### config.mk
export PLATFORM = sky130hd
export DESIGN_NAME = decode_stage_pipe
export DESIGN_NICKNAME = d
export VERILOG_FILES = /design/src/rtl/decode_stage_pipe_pkg.sv /design/src/rtl/decode_stage_pipe_regfile_bypass.sv /design/src/rtl/decode_stage_pipe.sv
export SDC_FILE = /design/constraint.sdc
export NUM_CORES = 2
export LEC_CHECK = 0
export CAP_MARGIN = 40
export CORE_ASPECT_RATIO = 0.7
export CORE_UTILIZATION = 55
export DETAILED_ROUTE_END_ITERATION = 8
export MAX_ROUTING_LAYER = met4
export PLACE_DENSITY = 0.73
export SYNTH_ARGS = -nofsm -noshare
export SYNTH_HDL_FRONTEND = slang
export SYNTH_HIERARCHICAL = 1
export SYNTH_SLANG_ARGS = --single-unit
### constraint.sdc
create_clock -name i_clock -period 40.3 [get_ports i_clock]
set_input_delay 4.03 -clock i_clock [delete_from_list [all_inputs] [get_ports i_clock]]
set_output_delay 4.03 -clock i_clock [all_outputs]
set_load 0.05 [all_outputs]
### src/rtl/decode_stage_pipe_pkg.sv
// Shared encodings for the decode stage: opcodes, instruction field positions,
// ID/EX control-bit layout and the stall FSM state type.
package decode_stage_pipe_pkg;

    localparam logic [5:0] OpRtype = 6'h00;
    localparam logic [5:0] OpAddi  = 6'h08;
    localparam logic [5:0] OpLw    = 6'h23;
    localparam logic [5:0] OpSw    = 6'h2B;
    localparam logic [5:0] OpBeq   = 6'h04;
    localparam logic [5:0] OpBne   = 6'h05;
    localparam logic [5:0] OpJ     = 6'h02;
    localparam logic [5:0] OpHalt  = 6'h3F;

    localparam int unsigned OpMsb  = 31;
    localparam int unsigned OpLsb  = 26;
    localparam int unsigned RsMsb  = 25;
    localparam int unsigned RsLsb  = 21;
    localparam int unsigned RtMsb  = 20;
    localparam int unsigned RtLsb  = 16;
    localparam int unsigned RdMsb  = 15;
    localparam int unsigned RdLsb  = 11;
    localparam int unsigned ShMsb  = 10;
    localparam int unsigned ShLsb  = 6;
    localparam int unsigned FnMsb  = 5;
    localparam int unsigned FnLsb  = 0;
    localparam int unsigned ImmMsb = 15;
    localparam int unsigned ImmLsb = 0;

    localparam int unsigned CtrlW        = 6;
    localparam int unsigned CtrlRegWrite = 5;
    localparam int unsigned CtrlMemRead  = 4;
    localparam int unsigned CtrlMemWrite = 3;
    localparam int unsigned CtrlAluSrc   = 2;
    localparam int unsigned CtrlRegDst   = 1;
    localparam int unsigned CtrlMemToReg = 0;

    typedef enum logic [1:0] {
        StRun    = 2'd0,
        StStall1 = 2'd1,
        StStall2 = 2'd2
    } stall_state_e;

    typedef struct packed {
        logic [5:0]  opcode;
        logic [4:0]  rs;
        logic [4:0]  rt;
        logic [4:0]  rd;
        logic [4:0]  shamt;
        logic [5:0]  funct;
        logic [15:0] imm;
    } instr_fields_t;

    function automatic instr_fields_t split_instr(input logic [31:0] instr);
        instr_fields_t f;
        f.opcode = instr[OpMsb:OpLsb];
        f.rs     = instr[RsMsb:RsLsb];
        f.rt     = instr[RtMsb:RtLsb];
        f.rd     = instr[RdMsb:RdLsb];
        f.shamt  = instr[ShMsb:ShLsb];
        f.funct  = instr[FnMsb:FnLsb];
        f.imm    = instr[ImmMsb:ImmLsb];
        return f;
    endfunction

    // Branches, jumps, HALT and unknown opcodes carry no datapath control.
    function automatic logic [CtrlW-1:0] decode_ctrl(input logic [5:0] opcode);
        logic [CtrlW-1:0] c;
        c = '0;
        case (opcode)
            OpRtype: begin
                c[CtrlRegWrite] = 1'b1;
                c[CtrlRegDst]   = 1'b1;
            end
            OpAddi: begin
                c[CtrlRegWrite] = 1'b1;
                c[CtrlAluSrc]   = 1'b1;
            end
            OpLw: begin
                c[CtrlRegWrite] = 1'b1;
                c[CtrlMemRead]  = 1'b1;
                c[CtrlAluSrc]   = 1'b1;
                c[CtrlMemToReg] = 1'b1;
            end
            OpSw: begin
                c[CtrlMemWrite] = 1'b1;
                c[CtrlAluSrc]   = 1'b1;
            end
            default: c = '0;
        endcase
        return c;
    endfunction

endpackage

### src/rtl/decode_stage_pipe_regfile_bypass.sv
// Register file with three combinational read ports; r0 is hardwired to zero and
// a same-cycle write to a read index is returned on that port (write-first).
module regfile_bypass #(
    parameter int unsigned NB_DATA = 32,
    parameter int unsigned NB_REG  = 5
) (
    input  logic               i_clock,
    input  logic               i_reset,
    input  logic               i_we,
    input  logic [NB_REG-1:0]  i_wr_addr,
    input  logic [NB_DATA-1:0] i_wr_data,
    input  logic [NB_REG-1:0]  i_rd_addr_a,
    input  logic [NB_REG-1:0]  i_rd_addr_b,
    input  logic [NB_REG-1:0]  i_rd_addr_c,
    output logic [NB_DATA-1:0] o_rd_data_a,
    output logic [NB_DATA-1:0] o_rd_data_b,
    output logic [NB_DATA-1:0] o_rd_data_c
);

    localparam int unsigned NumRegs = 2 ** NB_REG;

    logic [NB_DATA-1:0] regs_q [NumRegs];
    logic [NB_REG-1:0]  rd_addr [3];
    logic [NB_DATA-1:0] rd_data [3];

    always_ff @(posedge i_clock or posedge i_reset) begin
        if (i_reset) begin
            for (int i = 0; i < NumRegs; i++) begin
                regs_q[i] <= '0;
            end
        end else if (i_we && (i_wr_addr != '0)) begin
            regs_q[i_wr_addr] <= i_wr_data;
        end
    end

    assign rd_addr[0] = i_rd_addr_a;
    assign rd_addr[1] = i_rd_addr_b;
    assign rd_addr[2] = i_rd_addr_c;

    always_comb begin
        for (int p = 0; p < 3; p++) begin
            if (rd_addr[p] == '0) begin
                rd_data[p] = '0;
            end else if (i_we && (i_wr_addr == rd_addr[p])) begin
                rd_data[p] = i_wr_data;
            end else begin
                rd_data[p] = regs_q[rd_addr[p]];
            end
        end
    end

    assign o_rd_data_a = rd_data[0];
    assign o_rd_data_b = rd_data[1];
    assign o_rd_data_c = rd_data[2];

endmodule

### src/rtl/decode_stage_pipe.sv
// MIPS-style ID stage: decode, register read, early branch/jump resolution,
// hazard stall FSM and the ID/EX pipeline register.
module decode_stage_pipe #(
    parameter int unsigned NB_DATA = 32,
    parameter int unsigned NB_REG  = 5,
    parameter int unsigned ADDR_W  = 10
) (
    input  logic               i_clock,
    input  logic               i_reset,
    input  logic               i_valid,
    input  logic [31:0]        i_instruction,
    input  logic [ADDR_W-1:0]  i_pc,
    input  logic               i_wb_we,
    input  logic [NB_REG-1:0]  i_wb_reg,
    input  logic [NB_DATA-1:0] i_wb_data,
    input  logic               i_ex_reg_write,
    input  logic               i_ex_mem_read,
    input  logic [NB_REG-1:0]  i_ex_dst,
    input  logic               i_fwd_a,
    input  logic               i_fwd_b,
    input  logic [NB_DATA-1:0] i_fwd_data,
    input  logic [NB_REG-1:0]  i_dbg_addr,
    output logic [NB_DATA-1:0] o_dbg_data,
    output logic               o_pc_write,
    output logic               o_ifid_write,
    output logic               o_flush,
    output logic [ADDR_W-1:0]  o_pc_src,
    output logic               o_valid,
    output logic [NB_REG-1:0]  o_rs,
    output logic [NB_REG-1:0]  o_rt,
    output logic [NB_REG-1:0]  o_rd,
    output logic [NB_REG-1:0]  o_shamt,
    output logic [NB_DATA-1:0] o_data_a,
    output logic [NB_DATA-1:0] o_data_b,
    output logic [NB_DATA-1:0] o_imm,
    output logic [5:0]         o_funct,
    output logic [5:0]         o_ctrl,
    output logic               o_halt
);

    import decode_stage_pipe_pkg::*;

    instr_fields_t      fields;
    logic [NB_REG-1:0]  rs_idx, rt_idx, rd_idx, sh_idx;
    logic [NB_DATA-1:0] rf_a, rf_b, cmp_a, cmp_b, imm_ext;
    logic [ADDR_W-1:0]  br_target, jump_target;
    logic               is_beq, is_bne, is_branch, is_jump, is_halt, uses_regs;
    logic               ex_hit, load_use, branch_alu, branch_load, stall_req;
    logic               active, taken, issue;

    stall_state_e       state_q, state_d;
    logic               halt_q, halt_d;

    logic               valid_q;
    logic [CtrlW-1:0]   ctrl_q;
    logic [NB_REG-1:0]  rs_q, rt_q, rd_q, sh_q;
    logic [NB_DATA-1:0] data_a_q, data_b_q, imm_q;
    logic [5:0]         funct_q;

    assign fields  = split_instr(i_instruction);
    assign rs_idx  = NB_REG'(fields.rs);
    assign rt_idx  = NB_REG'(fields.rt);
    assign rd_idx  = NB_REG'(fields.rd);
    assign sh_idx  = NB_REG'(fields.shamt);
    assign imm_ext = {{(NB_DATA - 16){fields.imm[15]}}, fields.imm};

    regfile_bypass #(
        .NB_DATA (NB_DATA),
        .NB_REG  (NB_REG)
    ) u_regfile (
        .i_clock     (i_clock),
        .i_reset     (i_reset),
        .i_we        (i_wb_we),
        .i_wr_addr   (i_wb_reg),
        .i_wr_data   (i_wb_data),
        .i_rd_addr_a (rs_idx),
        .i_rd_addr_b (rt_idx),
        .i_rd_addr_c (i_dbg_addr),
        .o_rd_data_a (rf_a),
        .o_rd_data_b (rf_b),
        .o_rd_data_c (o_dbg_data)
    );

    assign is_beq    = (fields.opcode == OpBeq);
    assign is_bne    = (fields.opcode == OpBne);
    assign is_jump   = (fields.opcode == OpJ);
    assign is_halt   = (fields.opcode == OpHalt);
    assign is_branch = is_beq | is_bne;
    // J and HALT reuse the rs/rt bit positions for other purposes.
    assign uses_regs = ~(is_jump | is_halt);

    assign ex_hit      = (i_ex_dst != '0) && ((i_ex_dst == rs_idx) || (i_ex_dst == rt_idx));
    assign load_use    = uses_regs & i_ex_mem_read & ex_hit;
    assign branch_alu  = is_branch & i_ex_reg_write & ~i_ex_mem_read & ex_hit;
    assign branch_load = is_branch & i_ex_mem_read & ex_hit;

    // Only a real instruction seen in RUN, before any halt, can stall, flush or issue.
    assign active    = i_valid & (state_q == StRun) & ~halt_q;
    assign stall_req = active & (load_use | branch_alu);

    assign cmp_a       = i_fwd_a ? i_fwd_data : rf_a;
    assign cmp_b       = i_fwd_b ? i_fwd_data : rf_b;
    assign br_target   = i_pc + imm_ext[ADDR_W-1:0];
    assign jump_target = i_instruction[ADDR_W-1:0];
    assign taken       = (is_beq & (cmp_a == cmp_b)) | (is_bne & (cmp_a != cmp_b)) | is_jump;

    assign issue  = active & ~stall_req & ~is_halt;
    assign halt_d = halt_q | (active & is_halt);

    // Stall FSM: state register.
    always_ff @(posedge i_clock or posedge i_reset) begin
        if (i_reset) begin
            state_q <= StRun;
            halt_q  <= 1'b0;
        end else begin
            state_q <= state_d;
            halt_q  <= halt_d;
        end
    end

    // Stall FSM: next state. A branch waiting on a load needs the extra cycle.
    always_comb begin
        state_d = state_q;
        unique case (state_q)
            StRun: begin
                if (stall_req) begin
                    state_d = branch_load ? StStall2 : StStall1;
                end
            end
            StStall2: state_d = StStall1;
            StStall1: state_d = StRun;
            default:  state_d = StRun;
        endcase
    end

    // Stall FSM: outputs. A pending stall suppresses the redirect.
    always_comb begin
        o_pc_write   = 1'b1;
        o_ifid_write = 1'b1;
        o_flush      = 1'b0;
        o_pc_src     = is_jump ? jump_target : br_target;
        if (!i_reset && ((state_q != StRun) || halt_q)) begin
            o_pc_write   = 1'b0;
            o_ifid_write = 1'b0;
        end
        if (active && !stall_req && taken) begin
            o_flush = 1'b1;
        end
    end

    // ID/EX register; anything not issued becomes a bubble with zero control.
    always_ff @(posedge i_clock or posedge i_reset) begin
        if (i_reset) begin
            valid_q  <= 1'b0;
            ctrl_q   <= '0;
            rs_q     <= '0;
            rt_q     <= '0;
            rd_q     <= '0;
            sh_q     <= '0;
            data_a_q <= '0;
            data_b_q <= '0;
            imm_q    <= '0;
            funct_q  <= '0;
        end else begin
            valid_q  <= issue;
            ctrl_q   <= issue ? decode_ctrl(fields.opcode) : '0;
            rs_q     <= rs_idx;
            rt_q     <= rt_idx;
            rd_q     <= rd_idx;
            sh_q     <= sh_idx;
            data_a_q <= rf_a;
            data_b_q <= rf_b;
            imm_q    <= imm_ext;
            funct_q  <= fields.funct;
        end
    end

    assign o_valid  = valid_q;
    assign o_ctrl   = ctrl_q;
    assign o_rs     = rs_q;
    assign o_rt     = rt_q;
    assign o_rd     = rd_q;
    assign o_shamt  = sh_q;
    assign o_data_a = data_a_q;
    assign o_data_b = data_b_q;
    assign o_imm    = imm_q;
    assign o_funct  = funct_q;
    assign o_halt   = halt_q;

endmodule

== Yosys cells after proc, flatten, opt, wreduce, memory -nomap -nowiden ==
Index checks and enable logic that the tools add are counted.

* Register bits: 1140
* Input bits: 129
* Output and inout port bits: 175
* Word-level logic and storage cells: 151

* Add/subtract/negate cells: 1
* Order comparisons: 5
* Eq/ne operators: 16
* Multiplexer cells: 32
* Bitwise logic cells: 30
* Reductions and logical operators: 23

{| class="wikitable"
|+ Operators with widths
! cell !! number
|-
| $bwmux W1024 || 1
|-
| $bmux W32 S5 || 3
|-
| $mux W32 || 15
|-
| $demux W32 S5 || 1
|-
| $eq A32 B32 Y1 || 1
|-
| $ne A32 B32 Y1 || 1
|-
| $eq A5 B5 Y1 || 5
|-
| $ge A6 B6 Y1 const B || 4
|-
| $not A5 Y6 || 4
|-
| $eq A6 B6 Y1 const B || 3
|-
| $and A1 B1 Y1 || 15
|-
| $logic_not A5 Y1 || 3
|-
| $eq A6 B3 Y1 const B || 2
|-
| $add A10 B10 Y10 || 1
|-
| $mux W10 || 1
|-
| $reduce_bool A5 Y1 || 2
|-
| $logic_and A1 B1 Y1 || 9
|-
| $mux W1 || 7
|-
| $eq A6 B2 Y1 const B || 1
|-
| $eq A6 B4 Y1 const B || 1
|-
| $logic_not A6 Y1 || 1
|-
| $lt A6 B1 Y1 const B || 1
|-
| $mux W6 || 1
|-
| $or A1 B1 Y1 || 6
|-
| 10 further kinds || 18
|}

== Logic depth before layout (Yosys ltp) ==
* Depth in word-level cells: 13
* Gate-level depth with buffers: 18
* Mapped depth without buffers: 13

== Modules after synthesis ==
Netlist, hierarchy kept.

{| class="wikitable"
|+ Modules (own cells, without submodules)
! module !! instances !! cells each !! area each (um^2) !! seq. area each (um^2)
|-
| regfile_bypass || 1 || 4617 || 63659.8 || 25624.6
|-
| decode_stage_pipe || 1 || 391 || 4677.0 || 2477.4
|}

== Least setup slack after synthesis ==
No wires, ideal clock.

* Kind: input-to-output
* From: input i_instruction[21]
* To: output o_flush
* Arrival time: 7.699 ns
* Data required time: 36.270 ns
* Slack: 28.571 ns
* Stages on the path: 15
* Buffers on the path: 3
* Path through: buf_4 buf_2 buf_2 mux4_2 a22oi_1 o21ai_0 a221o_1 xor2_1 nor4_1 nand4_1 o31ai_1 nand2_1 and4b_1 o21ai_1 a21oi_1

* Word-level cells in the longest chain between the ends: 13
* Elaborated cells between the ends (all ways): 27
* Those cells by class: 4 x eq/ne; 7 x mux; 9 x bitwise; 7 x reduce/logical

{| class="wikitable"
|+ Ends and longest elaborated chain
! what !! RTL line !! RTL
|-
| start, declared || decode_stage_pipe.sv:11 || <nowiki>input logic [31:0] i_instruction,</nowiki>
|-
| $not A5 Y6 (not written as such) || decode_stage_pipe_regfile_bypass.sv:47 || <nowiki>rd_data[p] = regs_q[rd_addr[p]];</nowiki>
|-
| $bmux W32 S5 || decode_stage_pipe_regfile_bypass.sv:47 ||
|-
| $mux W32 (not written as such) (2 in series) || decode_stage_pipe_regfile_bypass.sv:47 ||
|-
| $mux W32 || decode_stage_pipe_regfile_bypass.sv:44 || <nowiki>end else if (i_we && (i_wr_addr == rd_addr[p])) begin</nowiki>
|-
| $mux W32 (*) || decode_stage_pipe_regfile_bypass.sv:42 || <nowiki>if (rd_addr[p] == '0) begin</nowiki>
|-
| via rf_a[3] || decode_stage_pipe.sv:45 || <nowiki>logic [NB_DATA-1:0] rf_a, rf_b, cmp_a, cmp_b, imm_ext;</nowiki>
|-
| $mux W32 (*) || decode_stage_pipe.sv:101 || <nowiki>assign cmp_a = i_fwd_a ? i_fwd_data : rf_a;</nowiki>
|-
| $eq A32 B32 Y1 or $ne A32 B32 Y1 (tied branches) || decode_stage_pipe.sv:105 || <nowiki>assign taken = (is_beq & (cmp_a == cmp_b)) | (is_bne & (cmp_a != cmp_b)) | is_jump;</nowiki>
|-
| $and A1 B1 Y1 || decode_stage_pipe.sv:105 ||
|-
| $or A1 B1 Y1 (*) (2 in series) || decode_stage_pipe.sv:105 ||
|-
| $logic_and A1 B1 Y1 (*) || decode_stage_pipe.sv:146 || <nowiki>if (active && !stall_req && taken) begin</nowiki>
|-
| $mux W1 (*) || decode_stage_pipe.sv:146 ||
|-
| end, declared || decode_stage_pipe.sv:26 || <nowiki>output logic o_flush,</nowiki>
|}

Mark *: on every way through the listed nets, which the timed path passes. The rest lies on a longest branch. The select of a mux whose other input is x is not followed.

== Worst setup path in the final report ==
* From: input i_instruction[16]
* To: output o_flush

* Word-level cells in the longest chain between the ends: 13
* Elaborated cells between the ends (all ways): 27
* Those cells by class: 4 x eq/ne; 7 x mux; 9 x bitwise; 7 x reduce/logical

{| class="wikitable"
|+ Ends and longest elaborated chain
! what !! RTL line !! RTL
|-
| $not A5 Y6 (not written as such) || decode_stage_pipe_regfile_bypass.sv:47 ||
|-
| $bmux W32 S5 || decode_stage_pipe_regfile_bypass.sv:47 ||
|-
| $mux W32 (not written as such) (2 in series) || decode_stage_pipe_regfile_bypass.sv:47 ||
|-
| $mux W32 || decode_stage_pipe_regfile_bypass.sv:44 ||
|-
| $mux W32 (*) || decode_stage_pipe_regfile_bypass.sv:42 ||
|-
| via rf_b[22] || decode_stage_pipe.sv:45 ||
|-
| $mux W32 (*) || decode_stage_pipe.sv:102 || <nowiki>assign cmp_b = i_fwd_b ? i_fwd_data : rf_b;</nowiki>
|-
| $eq A32 B32 Y1 or $ne A32 B32 Y1 (tied branches) || decode_stage_pipe.sv:105 ||
|-
| $and A1 B1 Y1 || decode_stage_pipe.sv:105 ||
|-
| $or A1 B1 Y1 (*) (2 in series) || decode_stage_pipe.sv:105 ||
|-
| $logic_and A1 B1 Y1 (*) || decode_stage_pipe.sv:146 ||
|-
| $mux W1 (*) || decode_stage_pipe.sv:146 ||
|}

Marks and branches as above.

==> results by group <==
Clock network
  – Clock Sinks: 1123
  – Post-CTS setup buffers: 0
  – Clock tree from TritonCTS: done
  – Hold buffers post-CTS: 0
  – Htree depth: 3
  – Worst skew pair latency: 760 ps
  – CTS Buf Count: 109
  – Post_cts resized: 0
  – Clock Tree Buf Depth: 3
  – Root Buffer Master: clkbuf_16
  – Clock slew at reported path FFs: 70 ps

Power
  – Maximum VDD drop: 0.0466 mV
  – Pwr dens: 48.0 nW/um^2
  – Pleak: 32.4 nW

Synth
  – Synth Area in XOR/XNOR: 0.0155
  – Fraction of registers with async set/reset: 1.00
  – Main synth FF type: dfrtp_1
  – EDFF count, synth: 0
  – Post-synth cell types: 79
  – Post-synthesis compound-gate area fraction: 0.0703
  – Synth Area in Adders: 0.00194
  – Syn Inst Count: 5008
  – Mapped Avg Cell Area: 13.6 sq um
  – Sequential area share after synthesis: 0.411
  – Largest family of logic cells by synthesized area: multiplexers
  – Cell Area, Synth: 68300 sq um
  – Post-synthesis mux area share: 0.421
  – Yosys warnings: 6
  – Simple-gate share of the synthesized area: 0.0371
  – Seq cells post-synth: 1123
  – Post-synth net total: 5147

Timing
  – Post-Route Setup TNS: 0 ps
  – Final cycle utilization of the critical path: 0.392
  – Worst clock skew: 28.3 ps
  – RSZ-0062 raised after global routing: no
  – Slew margin rel.: 0.256
  – WHS: 425 ps
  – Setup violators final: 0
  – Fmax: 63.4 MHz
  – Final critical-path required period: 15780 ps
  – Max Slew Vio Count: 0
  – Final hold vios: 0
  – Least-Margin Pin Slew: 1110 ps

Setup path
  – Worst R2R Start: u_regfile/regs_q[374]$_DFFE_PP0P_
  – Critical R2R Capture: o_data_a[22]$_DFF_PP0_
  – CP Capture Type: output port
  – Reg2reg setup slack: 37780 ps
  – CP required: 36270 ps
  – Worst-path maximum fanout: 49
  – Critical Path End: o_flush
  – WS Path Type: input port to output port
  – Worst setup path start: i_instruction[16]
  – Crit start category: input port
  – Worst path arrival time: 11750 ps
  – Reg2reg path depth: 5

Status
  – Failing checks: design-rule violations
  – Status: finished, violations left

Global route
  – Largest net degree at the start of global routing: 176
  – All-Layer GR Usage: 0.430
  – First-pass GRT wire length: 378000 um
  – Vias in the first global route: 51371
  – Global route overflow: 0
  – Antenna violations before repair: 13

Routing
  – WL/cell: 38.7 um
  – Post-route ant nets: 0
  – Number of remaining DRC errors: 21
  – Drt pass-1 iters: 9
  – Drt initial violations: 9168
  – Routed vias/inst: 7.71
  – Vias: 52629
  – Post-Route WL: 264000 um

Finish
  – Final core utilization: 0.632
  – Sequential cell area: 28100 sq um
  – Fillers: 8960
  – Share of cells above drive strength 1: 0.428
  – Nets: 5212
  – Syn-to-layout area delta: 13.2%
  – Multi-input gate area: 37600 sq um

Place
  – HPWL after DPL: 161000 um
  – GPL Wtd Cong: 0.973
  – I/O Buffers: 303

Die
  – Row Count: 107
  – Starting Density: 0.558
  – Ports: 304
  – Die area: 126000 sq um
  – Core footprint: 122000 sq um
  – Die span in x: 423 um
  – Die Height: 297 um

Flow run
  – Max_cap viols: 0

Min path
  – Min-delay worst type: flop to flop
synth_stat cells (6+ instances only):
library cell,count,share of area
dfrtp_1,1123,0.41
mux2_2,1101,0.18
mux4_2,609,0.20
clkbuf_1,255,0.014
mux2i_1,252,0.037
buf_2,135,0.0099
nor2_1,128,0.0070
o21ai_0,116,0.0085
o22ai_1,116,0.011
a21oi_1,110,0.0081
buf_4,103,0.011
nand2_1,94,0.0052
a22oi_1,88,0.0097
xnor2_1,70,0.0090
buf_1,63,0.0035
a221oi_1,51,0.0065
xor2_1,51,0.0065
nor3_1,49,0.0036
a221o_1,46,0.0067
nor4_1,46,0.0042
nor2b_1,34,0.0031
a31oi_1,31,0.0028
nand3_1,30,0.0022
a211oi_1,25,0.0027
nand2b_1,25,0.0023
nor3b_1,15,0.0016
o211ai_1,15,0.0016
buf_6,14,0.0023
inv_1,14,0.00077
nand4_1,13,0.0012
o221ai_1,13,0.0017
o22a_1,13,0.0017
and3_1,12,0.0011
a2111oi_0,9,0.0012
ha_1,9,0.0016
nand3b_1,9,0.00099
o21bai_1,9,0.00099
or2_2,9,0.00082
a21o_1,8,0.00088
and2_1,7,0.00064
a22o_1,6,0.00077
o21a_1,6,0.00066
o21ai_1,6,0.00044
metal layers:
metal  wire length [um]  global-route usage  part of all wire  up-vias
li1                   -                   -                 -    19743
met4              17900               0.229             0.068        0
met2             108000               0.561              0.41     4637
met1              94600               0.553              0.36    27092
met5                  0                   -                 0        -
met3              43800               0.200              0.17     1157
area by class of cell:
cell class / count / area share
inverter: 16 / 0.000906
multi-input combinational: 3295 / 0.485
antenna: 23 / 0.000744
clock inverter: 51 / 0.00922
timing repair buffer: 528 / 0.0730
clock buffer: 154 / 0.0411
sequential: 1123 / 0.363
tap: 1635 / 0.0264
critical path, stage by stage:
cell             delay, ps
buf_8                  420
buf_4                  740
buf_4                  680
buf_4                  760
buf_4                  440
buf_16                 300
mux4_2                 260
mux2i_1                110
a2111oi_0              660
nor3_1                 140
a21oi_1                610
xor2_1                 290
nand3_1                130
nor4_1                 370
a41o_1                 260
and4b_1                210
o21ai_1                 70
a21oi_1                190
clkdlybuf4s50_1        850
flip-flops by register name, summed over array words and instances (netlist names):
register          count
o_funct               5
u_regfile/regs_q   1024
o_data_b             32
o_data_a             32
o_halt                1
state_q               2
o_rs                  5
o_valid               1
o_imm                11
o_ctrl                5
o_rt                  5
how the worst min path moves through the flow:
stage	from	to	cells past startpoint
2_1_floorplan	u_regfile/regs_q[1000]$_DFFE_PP0P_	u_regfile/regs_q[1000]$_DFFE_PP0P_	1
3_3_place_gp	u_regfile/regs_q[1000]$_DFFE_PP0P_	u_regfile/regs_q[1000]$_DFFE_PP0P_	0
3_5_place_dp	u_regfile/regs_q[1001]$_DFFE_PP0P_	u_regfile/regs_q[1001]$_DFFE_PP0P_	0
4_1_cts	u_regfile/regs_q[1001]$_DFFE_PP0P_	u_regfile/regs_q[1001]$_DFFE_PP0P_	0
5_1_grt	u_regfile/regs_q[1001]$_DFFE_PP0P_	u_regfile/regs_q[1001]$_DFFE_PP0P_	0
6_report	u_regfile/regs_q[1001]$_DFFE_PP0P_	u_regfile/regs_q[1001]$_DFFE_PP0P_	0
power by group:
group	switching (mW)	total, mW	internal, mW	leakage, nW
Sequential	0.211	1.55	1.34	14.4
Clock	0.482	1.14	0.653	1.91
Combinational	0.505	1.03	0.529	16.1
Total	1.20	3.72	2.52	32.4
layout by cell type (no fill, tap or decap), types with 15 or more instances in the layout:
cell / instances
nor2_4: 18
a31oi_1: 31
mux4_2: 609
xor2_1: 51
clkinv_2: 20
a221oi_1: 51
dfrtp_1: 1123
nand3_1: 30
clkdlybuf4s50_1: 290
nand2_2: 16
nor3_1: 47
nor4_1: 46
buf_16: 34
nand2b_1: 23
clkbuf_8: 23
nand2_1: 78
nor2b_1: 29
o21ai_0: 115
mux2i_1: 252
a211oi_1: 25
xnor2_1: 70
diode_2: 23
buf_4: 166
a21oi_1: 109
clkbuf_1: 20
clkbuf_16: 112
o211ai_1: 15
o22ai_1: 116
a22oi_1: 88
nor2_1: 107
mux2_2: 1101
bufinv_16: 16
a221o_1: 46
metrics by stage:
| stage | worst slack [ps] | cells | cell area [sq um] | total power [mW] |
|---|---|---|---|---|
| 2_1_floorplan | 7450 | 5008 | 68300 | 2.22 |
| 3_3_place_gp | 24550 | 6531 | 72100 | 2.51 |
| 3_5_place_dp | 24700 | 6591 | 73400 | 2.55 |
| 5_1_grt | 24290 | 6818 | 77400 | 3.82 |
| 6_report | 24520 | 6825 | 77400 | 3.72 |
| 4_1_cts | 24680 | 6796 | 77200 | 3.68 |
cells by family (layout without fill, tap and decap cells):
family                     Yosys count  count (layout)
other                                0              23
buffers and inverters              590             749
DFF                               1123            1123
and+or+nand+nor                    496             496
muxes                             1967            1967
AOI/OAI and AO/OA                  701             701
adders and majority gates           10              10
xor gates and xnor gates           121             121
Note: power is estimated with default switching activity, not from simulation.
